<file path="src/rtl/mem_arb_pkg.sv">
// Shared state/source encodings and the data-strobe helper for the memory bus arbiter.
package mem_arb_pkg;

    typedef enum logic [1:0] {
        IDLE = 2'd0,
        ADDR = 2'd1,
        RESP = 2'd2
    } arb_state_t;

    typedef enum logic {
        SRC_INST = 1'b0,
        SRC_DATA = 1'b1
    } arb_src_t;

    // A store wins over a load when both enable sets are nonzero.
    function automatic logic [3:0] dataStrobe(input logic [3:0] ren, input logic [3:0] wen);
        return (wen != 4'd0) ? wen : ren;
    endfunction

endpackage

</file>
<file path="src/rtl/mem_arb_timeout.sv">
// Transaction watchdog for the memory bus arbiter; only built when MEM_ARB_TIMEOUT_EN is defined.
`ifdef MEM_ARB_TIMEOUT_EN
module mem_arb_timeout #(
    parameter int TIMEOUT_CYCLES = 256
) (
    input  logic clk,
    input  logic rst,
    input  logic i_start,
    input  logic i_active,
    output logic o_expire,
    output logic o_timeout_err
);

    localparam int CW = $clog2(TIMEOUT_CYCLES + 1);

    logic [CW-1:0] r_count;
    logic          r_timeoutErr;

    // Fires on the edge that completes the TIMEOUT_CYCLES-th cycle spent in ADDR/RESP.
    assign o_expire      = i_active && (r_count == CW'(TIMEOUT_CYCLES - 1));
    assign o_timeout_err = r_timeoutErr;

    always_ff @(posedge clk) begin
        if (rst) begin
            r_count      <= '0;
            r_timeoutErr <= 1'b0;
        end else begin
            if (i_start) begin
                r_count <= '0;
            end else if (i_active && !o_expire) begin
                r_count <= r_count + CW'(1);
            end
            if (o_expire) begin
                r_timeoutErr <= 1'b1;
            end
        end
    end

endmodule
`endif

</file>
<file path="src/rtl/mem_bus_arbiter.sv">
// Serialises F-stage fetches and M-stage data accesses onto one memory port, data first.
// Define MEM_ARB_TIMEOUT_EN to add the transaction watchdog and the timeout_err port.
module mem_bus_arbiter
    import mem_arb_pkg::*;
#(
    parameter int TIMEOUT_CYCLES = 256
)
(
    input  logic        clk,
    input  logic        rst,
    input  logic        inst_req,
    input  logic [31:0] inst_addr,
    output logic [31:0] inst_rdata,
    output logic        inst_stall,
    input  logic [3:0]  data_ren,
    input  logic [3:0]  data_wen,
    input  logic [31:0] data_addr,
    input  logic [31:0] data_wdata,
    output logic [31:0] data_rdata,
    output logic        data_stall,
    input  logic        pipe_adv,
    output logic        mem_req,
    output logic        mem_wr,
    output logic [3:0]  mem_wstrb,
    output logic [31:0] mem_addr,
    output logic [31:0] mem_wdata,
    input  logic        mem_addr_ok,
    input  logic        mem_data_ok,
    input  logic [31:0] mem_rdata,
    output logic        busy
`ifdef MEM_ARB_TIMEOUT_EN
    ,
    output logic        timeout_err
`endif
);

    arb_state_t  r_state;
    arb_src_t    r_curSrc;
    logic        r_instDone;
    logic        r_dataDone;
    logic [31:0] r_instHold;
    logic [31:0] r_dataHold;
    logic [31:0] r_reqAddr;
    logic [31:0] r_reqWdata;
    logic        r_reqWr;
    logic [3:0]  r_reqWstrb;

    logic w_dataNeed;
    logic w_instNeed;
    logic w_complete;
    logic w_completeInst;
    logic w_completeData;
    logic w_start;
    logic w_expire;
    logic w_timeout;

    assign w_dataNeed     = ((data_ren != 4'd0) || (data_wen != 4'd0)) && !r_dataDone;
    assign w_instNeed     = inst_req && !r_instDone;
    assign w_complete     = (r_state == RESP) && mem_data_ok;
    assign w_completeData = w_complete && (r_curSrc == SRC_DATA);
    assign w_completeInst = w_complete && (r_curSrc == SRC_INST);
    assign w_start        = (r_state == IDLE) && !w_timeout && (w_dataNeed || w_instNeed);

`ifdef MEM_ARB_TIMEOUT_EN
    mem_arb_timeout #(
        .TIMEOUT_CYCLES(TIMEOUT_CYCLES)
    ) u_timeout (
        .clk          (clk),
        .rst          (rst),
        .i_start      (w_start),
        .i_active     (r_state != IDLE),
        .o_expire     (w_expire),
        .o_timeout_err(timeout_err)
    );
    assign w_timeout = timeout_err;
`else
    assign w_expire  = 1'b0;
    assign w_timeout = 1'b0;
`endif

    assign mem_req   = (r_state == ADDR);
    assign busy      = (r_state != IDLE);
    assign mem_addr  = r_reqAddr;
    assign mem_wr    = r_reqWr;
    assign mem_wstrb = r_reqWstrb;
    assign mem_wdata = r_reqWdata;

    // A completing result is forwarded in its own cycle so the stage can advance without waiting a cycle.
    assign data_stall = (w_dataNeed && !w_completeData) || w_timeout;
    assign inst_stall = (w_instNeed && !w_completeInst) || w_timeout;
    assign data_rdata = w_completeData ? mem_rdata : r_dataHold;
    assign inst_rdata = w_completeInst ? mem_rdata : r_instHold;

    // Transaction FSM; pipe_adv is applied last so its clear overrides a same-cycle done set.
    always_ff @(posedge clk) begin
        if (rst) begin
            r_state    <= IDLE;
            r_curSrc   <= SRC_INST;
            r_instDone <= 1'b0;
            r_dataDone <= 1'b0;
            r_instHold <= '0;
            r_dataHold <= '0;
            r_reqAddr  <= '0;
            r_reqWdata <= '0;
            r_reqWr    <= 1'b0;
            r_reqWstrb <= '0;
        end else begin
            case (r_state)
                IDLE: begin
                    if (w_start && w_dataNeed) begin
                        r_reqAddr  <= data_addr;
                        r_reqWr    <= (data_wen != 4'd0);
                        r_reqWstrb <= dataStrobe(data_ren, data_wen);
                        r_reqWdata <= data_wdata;
                        r_curSrc   <= SRC_DATA;
                        r_state    <= ADDR;
                    end else if (w_start) begin
                        r_reqAddr  <= inst_addr;
                        r_reqWr    <= 1'b0;
                        r_reqWstrb <= 4'd0;
                        r_reqWdata <= '0;
                        r_curSrc   <= SRC_INST;
                        r_state    <= ADDR;
                    end
                end
                ADDR: begin
                    if (w_expire) begin
                        r_state <= IDLE;
                    end else if (mem_addr_ok) begin
                        r_state <= RESP;
                    end
                end
                RESP: begin
                    if (w_expire) begin
                        r_state <= IDLE;
                    end else if (mem_data_ok) begin
                        r_state <= IDLE;
                        if (r_curSrc == SRC_DATA) begin
                            r_dataDone <= 1'b1;
                            if (!r_reqWr) begin
                                r_dataHold <= mem_rdata;
                            end
                        end else if (inst_req) begin
                            // A fetch flushed while in flight is simply dropped here.
                            r_instDone <= 1'b1;
                            r_instHold <= mem_rdata;
                        end
                    end
                end
                default: r_state <= IDLE;
            endcase
            if (pipe_adv) begin
                r_instDone <= 1'b0;
                r_dataDone <= 1'b0;
            end
        end
    end

endmodule

</file>
<file path="config.mk">
export PLATFORM = sky130hd
export DESIGN_NAME = mem_bus_arbiter
export DESIGN_NICKNAME = d
export VERILOG_FILES = /design/src/rtl/mem_arb_pkg.sv /design/src/rtl/mem_arb_timeout.sv /design/src/rtl/mem_bus_arbiter.sv
export SDC_FILE = /design/constraint.sdc
export NUM_CORES = 1
export LEC_CHECK = 0
export BUFFER_PORTS_ARGS = -buffer_cell sky130_fd_sc_hd__clkbuf_2
export CORE_ASPECT_RATIO = 1.4
export CORE_UTILIZATION = 42
export DETAILED_ROUTE_END_ITERATION = 10
export GPL_ROUTABILITY_DRIVEN = 0
export PLACE_DENSITY_LB_ADDON = 0.2
export SKIP_LAST_GASP = 1
export SYNTH_ARGS = -nofsm -noshare
export SYNTH_HDL_FRONTEND = slang
export SYNTH_SLANG_ARGS = --single-unit
</file>
<file path="constraint.sdc">
create_clock -name clk -period 1.95 [get_ports clk]
set_input_delay 0.0975 -clock clk [delete_from_list [all_inputs] [get_ports clk]]
set_output_delay 0.0975 -clock clk [all_outputs]
set_load 0.01 [all_outputs]
</file>
; ---- Yosys cells after proc, flatten, opt, wreduce, memory -nomap -nowiden
; Index checks and enable logic that the tools add are counted.
[totals]
regBits = 138
inputBits = 142
output_inout_bits = 137
wordCells = 60
[classes]
n_eq_ne = 5
mux = 17
bitwise = 2
n_reduce_logical = 26
[op_table]
columns = cell, n
row1 = $mux W32, 6
row2 = $mux W4, 3
row3 = $logic_and A1 B1 Y1, 9
row4 = $mux W2, 4
row5 = $reduce_and A4 Y1, 2
row6 = $reduce_bool A4 Y1, 2
row7 = $pmux W2 S3, 1
row8 = $reduce_and A3 Y1, 2
row9 = $logic_not A1 Y1, 4
row10 = $reduce_bool A2 Y1, 2
row11 = $mux W1, 3
row12 = $ne A3 B2 Y1 const B, 1
row13 = $eq A2 B1 Y1 const B, 1
row14 = $eq A2 B2 Y1 const B, 1
row15 = $logic_not A2 Y1, 1
row16 = $logic_or A1 B1 Y1, 2
row17 = $ne A2 B1 Y1 const B, 1
row18 = $ne A2 B2 Y1 const B, 1
row19 = $not A1 Y1, 2
row20 = $reduce_and A2 Y1, 1
row21 = $reduce_or A2 Y1, 1

; ---- Depth between registers and ports, before layout
[logic_depth]
depth_word = 8
ltp_mapped = 6
ltp_nobuf = 3

; ---- Worst setup path before layout
; OpenSTA, ideal clock, no wires.
[synth_path]
kind = register to register
start = reg r_state[0]
end = reg r_reqWdata[23] (netlist: mem_wdata[23])
setup_time_ns = 0.117
t_arrival_ns = 1.508
required_ns = 1.833
setup_slack_ns = 0.326
stages_incl_launch_ff = 7
path_buffers = 3
synth_period_minus_slack_ns = 1.624
path_cell_list = dfxtp_1 > or3_1 > buf_2 > a21o_1 > buf_2 > buf_2 > a22o_1
[synth_between]
elab_chain_cells = 5
elab_cells_between_ends = 6
cone_classes = mux: 1 / reduce/logical: 5
[synth_lines]
columns = element, line_no
row1 = from (decl), mem_bus_arbiter.sv:37  ; arb_state_t r_state;
row2 = from (signal assigned), mem_bus_arbiter.sv:97  ; r_state <= IDLE;
row3 = from (signal assigned), mem_bus_arbiter.sv:116  ; r_state <= ADDR;
row4 = from (signal assigned), mem_bus_arbiter.sv:123  ; r_state <= ADDR;
row5 = $logic_not A2 Y1 *, "mem_bus_arbiter.sv:62, mem_bus_arbiter.sv:108"
row6 = $logic_and A1 B1 Y1, mem_bus_arbiter.sv:62  ; assign w_start = (r_state == IDLE) && !w_timeout && (w_dataNeed || w_instNeed);
row7 = $logic_and A1 B1 Y1, mem_bus_arbiter.sv:110  ; if (w_start && w_dataNeed) begin
row8 = $reduce_bool A2 Y1 (no source line), --
row9 = $reduce_and A2 Y1 (no source line), --
row10 = to (signal assigned), mem_bus_arbiter.sv:114  ; r_reqWdata <= data_wdata;
row11 = to (decl), mem_bus_arbiter.sv:44  ; logic [31:0] r_reqWdata;
; Every way passes the cells marked *; elsewhere a longest branch is shown, timed or not.
; A chain may end at the register's enable or synchronous reset.

; ---- Final worst setup path
[layout_path]
start = reg r_state[0]
end = out data_rdata[31]
[layout_between]
elab_chain_cells = 4
[layout_lines]
columns = element, line_no
row1 = $eq A2 B2 Y1, mem_bus_arbiter.sv:59  ; assign w_complete = (r_state == RESP) && mem_data_ok;
row2 = $logic_and A1 B1 Y1, mem_bus_arbiter.sv:59
row3 = $logic_and A1 B1 Y1, mem_bus_arbiter.sv:60  ; assign w_completeData = w_complete && (r_curSrc == SRC_DATA);
row4 = $mux W32, mem_bus_arbiter.sv:91  ; assign data_rdata = w_completeData ? mem_rdata : r_dataHold;
row5 = to (decl), mem_bus_arbiter.sv:19  ; output logic [31:0] data_rdata,
; Every way passes these cells.

==> out/qor.csv <==
stage,metric,value,unit
synthesis,synth_top_cell_area_share,40.4,%
layout,nets,1159,
synthesis,ys_warn_count,0,
layout,num_antenna_cells,0,
global_routing,first_global_vias,6344,
timing,tns,-2.79,ns
run_status,outcome,"complete, but fails checks",
timing,slew_violations,0,
layout,drive_gt1_share,41.7,%
setup_path,cp-start-kind,register,
global_routing,antenna_found_initial,0,
route,drt_iter0_markers,310,
synthesis,synth-seq-cells,138,
clock_network,cts_inserted_buffers,17,
synthesis,synth_cell_type_count,36,
place,numPortBuffers,278,
route,dr.pass1.iters,8,
route,vias,6379,
global_routing,overflow,0,
job,maxCapViolations,0,
timing,final.min_clock_period,2.03,ns
synthesis,yosysTopAreaCell,dfxtp_1,
timing,finClkSkew,0.0144,ns
route,wl_per_cell,17.3,um
die,die-height,153,um
layout,area_growth,54.4,%
timing,rsz0062_at_grt,yes,
timing,finalWorstSetupSlack,-0.0826,ns
clock_network,htree_num_levels,4,
setup_path,crit_slowest_cell,dfxtp_4,
min_path,hold_path.class,in -> reg,
setup_path,cp_data_arrival_time,1.94,ns
setup_path,required,1.85,ns
synthesis,synth_nets,804,
power_and_ir_drop,powerDensity,745,nW/um^2
layout,final_cell_mix,"247 x clkbuf_2, 135 x dfxtp_1, 80 x dlygate4sd3_1",
synthesis,synth_area_per_cell,10.3,sq um
route,ant_nets,0,
die,row_count,54,
clock_network,clk_latency,0.41,ns
setup_path,rrSetupSlack,0.10,ns
global_routing,grt_first_pass_wirelength,32100,um
place,dp_hpwl,12700,um
timing,tightest_slew,0.500,ns
clock_network,path_clk_slew,0.06,ns
die,pin_count,279,
synthesis,ys_seq_area_share,40.4,%
setup_path,path_buf_inv,4,
setup_path,critical_path.top_delay_family,buffers and inverters,
timing,fmax,492,MHz
route,wl,21200,um
route,via_per_inst,5.21,
setup_path,crit_top_cell,buf_12,
timing,hold_slack,0.00815,ns
synthesis,syn_area,6830,sq um
clock_network,cts_buffer_depth,2,
clock_network,clock-sinks,138,
run_status,violations,negative setup slack,
setup_path,worstPathCellList,"buf_4, nand4b_1, buf_12, buf_12, mux2_1, clkbuf_2",
timing,setup_viol,51,
die,core_area,15700,sq um
timing,slew_headroom,66.6,%
synthesis,syn_inst,662,
clock_network,clock-root-buffer,clkbuf_16,
timing,fin_crit_sh,104,%
die,die_area,16800,sq um
setup_path,critPathMaxFanout,17,
global_routing,grt_max_degree,88,
timing,finalHoldViolCount,0,
layout,final_common_cell,clkbuf_2,
setup_path,cp_slowest_stage_delay,0.35,ns
die,die_w,110,um
die,start_util,43.4,%
setup_path,worstSetupPathType,reg -> out,
power_and_ir_drop,p_leak,0.00481,uW
route,drcViolationCount,0,
clock_network,tritoncts,built,
power_and_ir_drop,ir_drop,0.482,mV
layout,fillers,1232,
synthesis,synth.area.top_cells,"dfxtp_1 40%, mux2_1 11%, mux2i_1 9.4%, a221oi_2 7.0%, nand2b_1 6.0%",
global_routing,grt_util_all_layers,24.2,%
setup_path,critPathCaptureType,output port,
[sequential cells by signal (all words and copies together), names as in the netlist, 2 cells and up]
register	flops
r_state	2
r_instHold	32
mem_wstrb	4
mem_wdata	32
r_dataHold	32
mem_addr	32
[tightest hold or removal path: cells and delay by family]
family | cells | cell delay, ns
AND/OR/NAND/NOR | 1 | 0.12
AO/OA/AOI/OAI | 1 | 0.07
buffers and inverters | 1 | 0.08
[per-stage QoR]
stage	cells	power [uW]	area [sq um]	worst slack, ns	util (%)
finish	1224	7860	10500	-0.0826	67.0
detailed placement	1092	4390	8480	0.167	53.8
CTS	1219	7840	10200	-0.102	64.9
global placement	1092	4380	8480	0.220	53.8
global route	1224	8180	10500	-0.149	67.0
floorplan	662	3890	6830	0.326	-
[where the power goes]
part,switching [uW],internal (uW),leakage (uW)
logic,740,747,0.00339
registers,96.1,2980,0.00113
clock network,1280,2020,0.000290
total,2120,5750,0.00481
[Yosys cell counts (all sizes together)]
cell,n
buf,37
mux2,64
inv,1
nor2b,33
or2,2
or4b,1
nor4,2
nand2b,65
nor2,34
nand2,3
a211oi,2
nor4b,1
o21ai,64
nor4bb,1
and2,1
and3,1
mux2i,64
nor3,1
or3,1
clkbuf,28
a22o,36
a221oi,32
a21oi,3
o21ba,1
dfxtp,138
a21o,5
a31oi,1
nor3b,38
nand4b,1
o211a,1
[metal layers]
metal  wire [um]  up-vias  track usage [%]
li1            -     3105                -
met1        8470     3012             27.6
met2       10800      223             41.5
met3        1380       39             6.52
met4         615        0             10.5
met5           0        -                0
[repair_timing]
| item | 4_1_cts | 5_1_grt |
|---|---|---|
| hold endpoints to repair | 106 | 0 |
| gates cloned | 5 | 3 |
| endpoints found under the setup margin | 64 | 77 |
| pin swaps | 1 | 2 |
| hold buffers | 80 | 0 |
| resized for setup | 28 | 85 |
| setup buffers | 12 | 2 |
[cell type report]
| type | instances | area [sq um] | area share, % |
|---|---|---|---|
| well taps | 196 | 245 | 2.32 |
| multi-input cells | 458 | 3890 | 36.9 |
| clock buffers | 17 | 425 | 4.03 |
| inverters | 1 | 3.75 | 0.0356 |
| repair buffers | 401 | 3040 | 28.8 |
| clock inverters | 13 | 169 | 1.60 |
| flip-flops and latches | 138 | 2770 | 26.3 |
[logic make-up after synthesis]
kind of cell	synth area share, %
buffers and inverters	4.87
DFF	40.4
muxes	19.9
AOI/OAI and AO/OA	17.9
and+or+nand+nor	16.9
[path summary, 6_finish.rpt]
check,startpoint,endpoint,cells after the start
setup / recovery,r_state[0],data_rdata[31],6
hold / removal,data_addr[16],mem_addr[16],3
setup reg to reg,r_state[0],mem_wdata[14],6
hold reg to reg,r_dataDone,r_dataDone,2
Note: power is estimated with default switching activity, not from simulation.
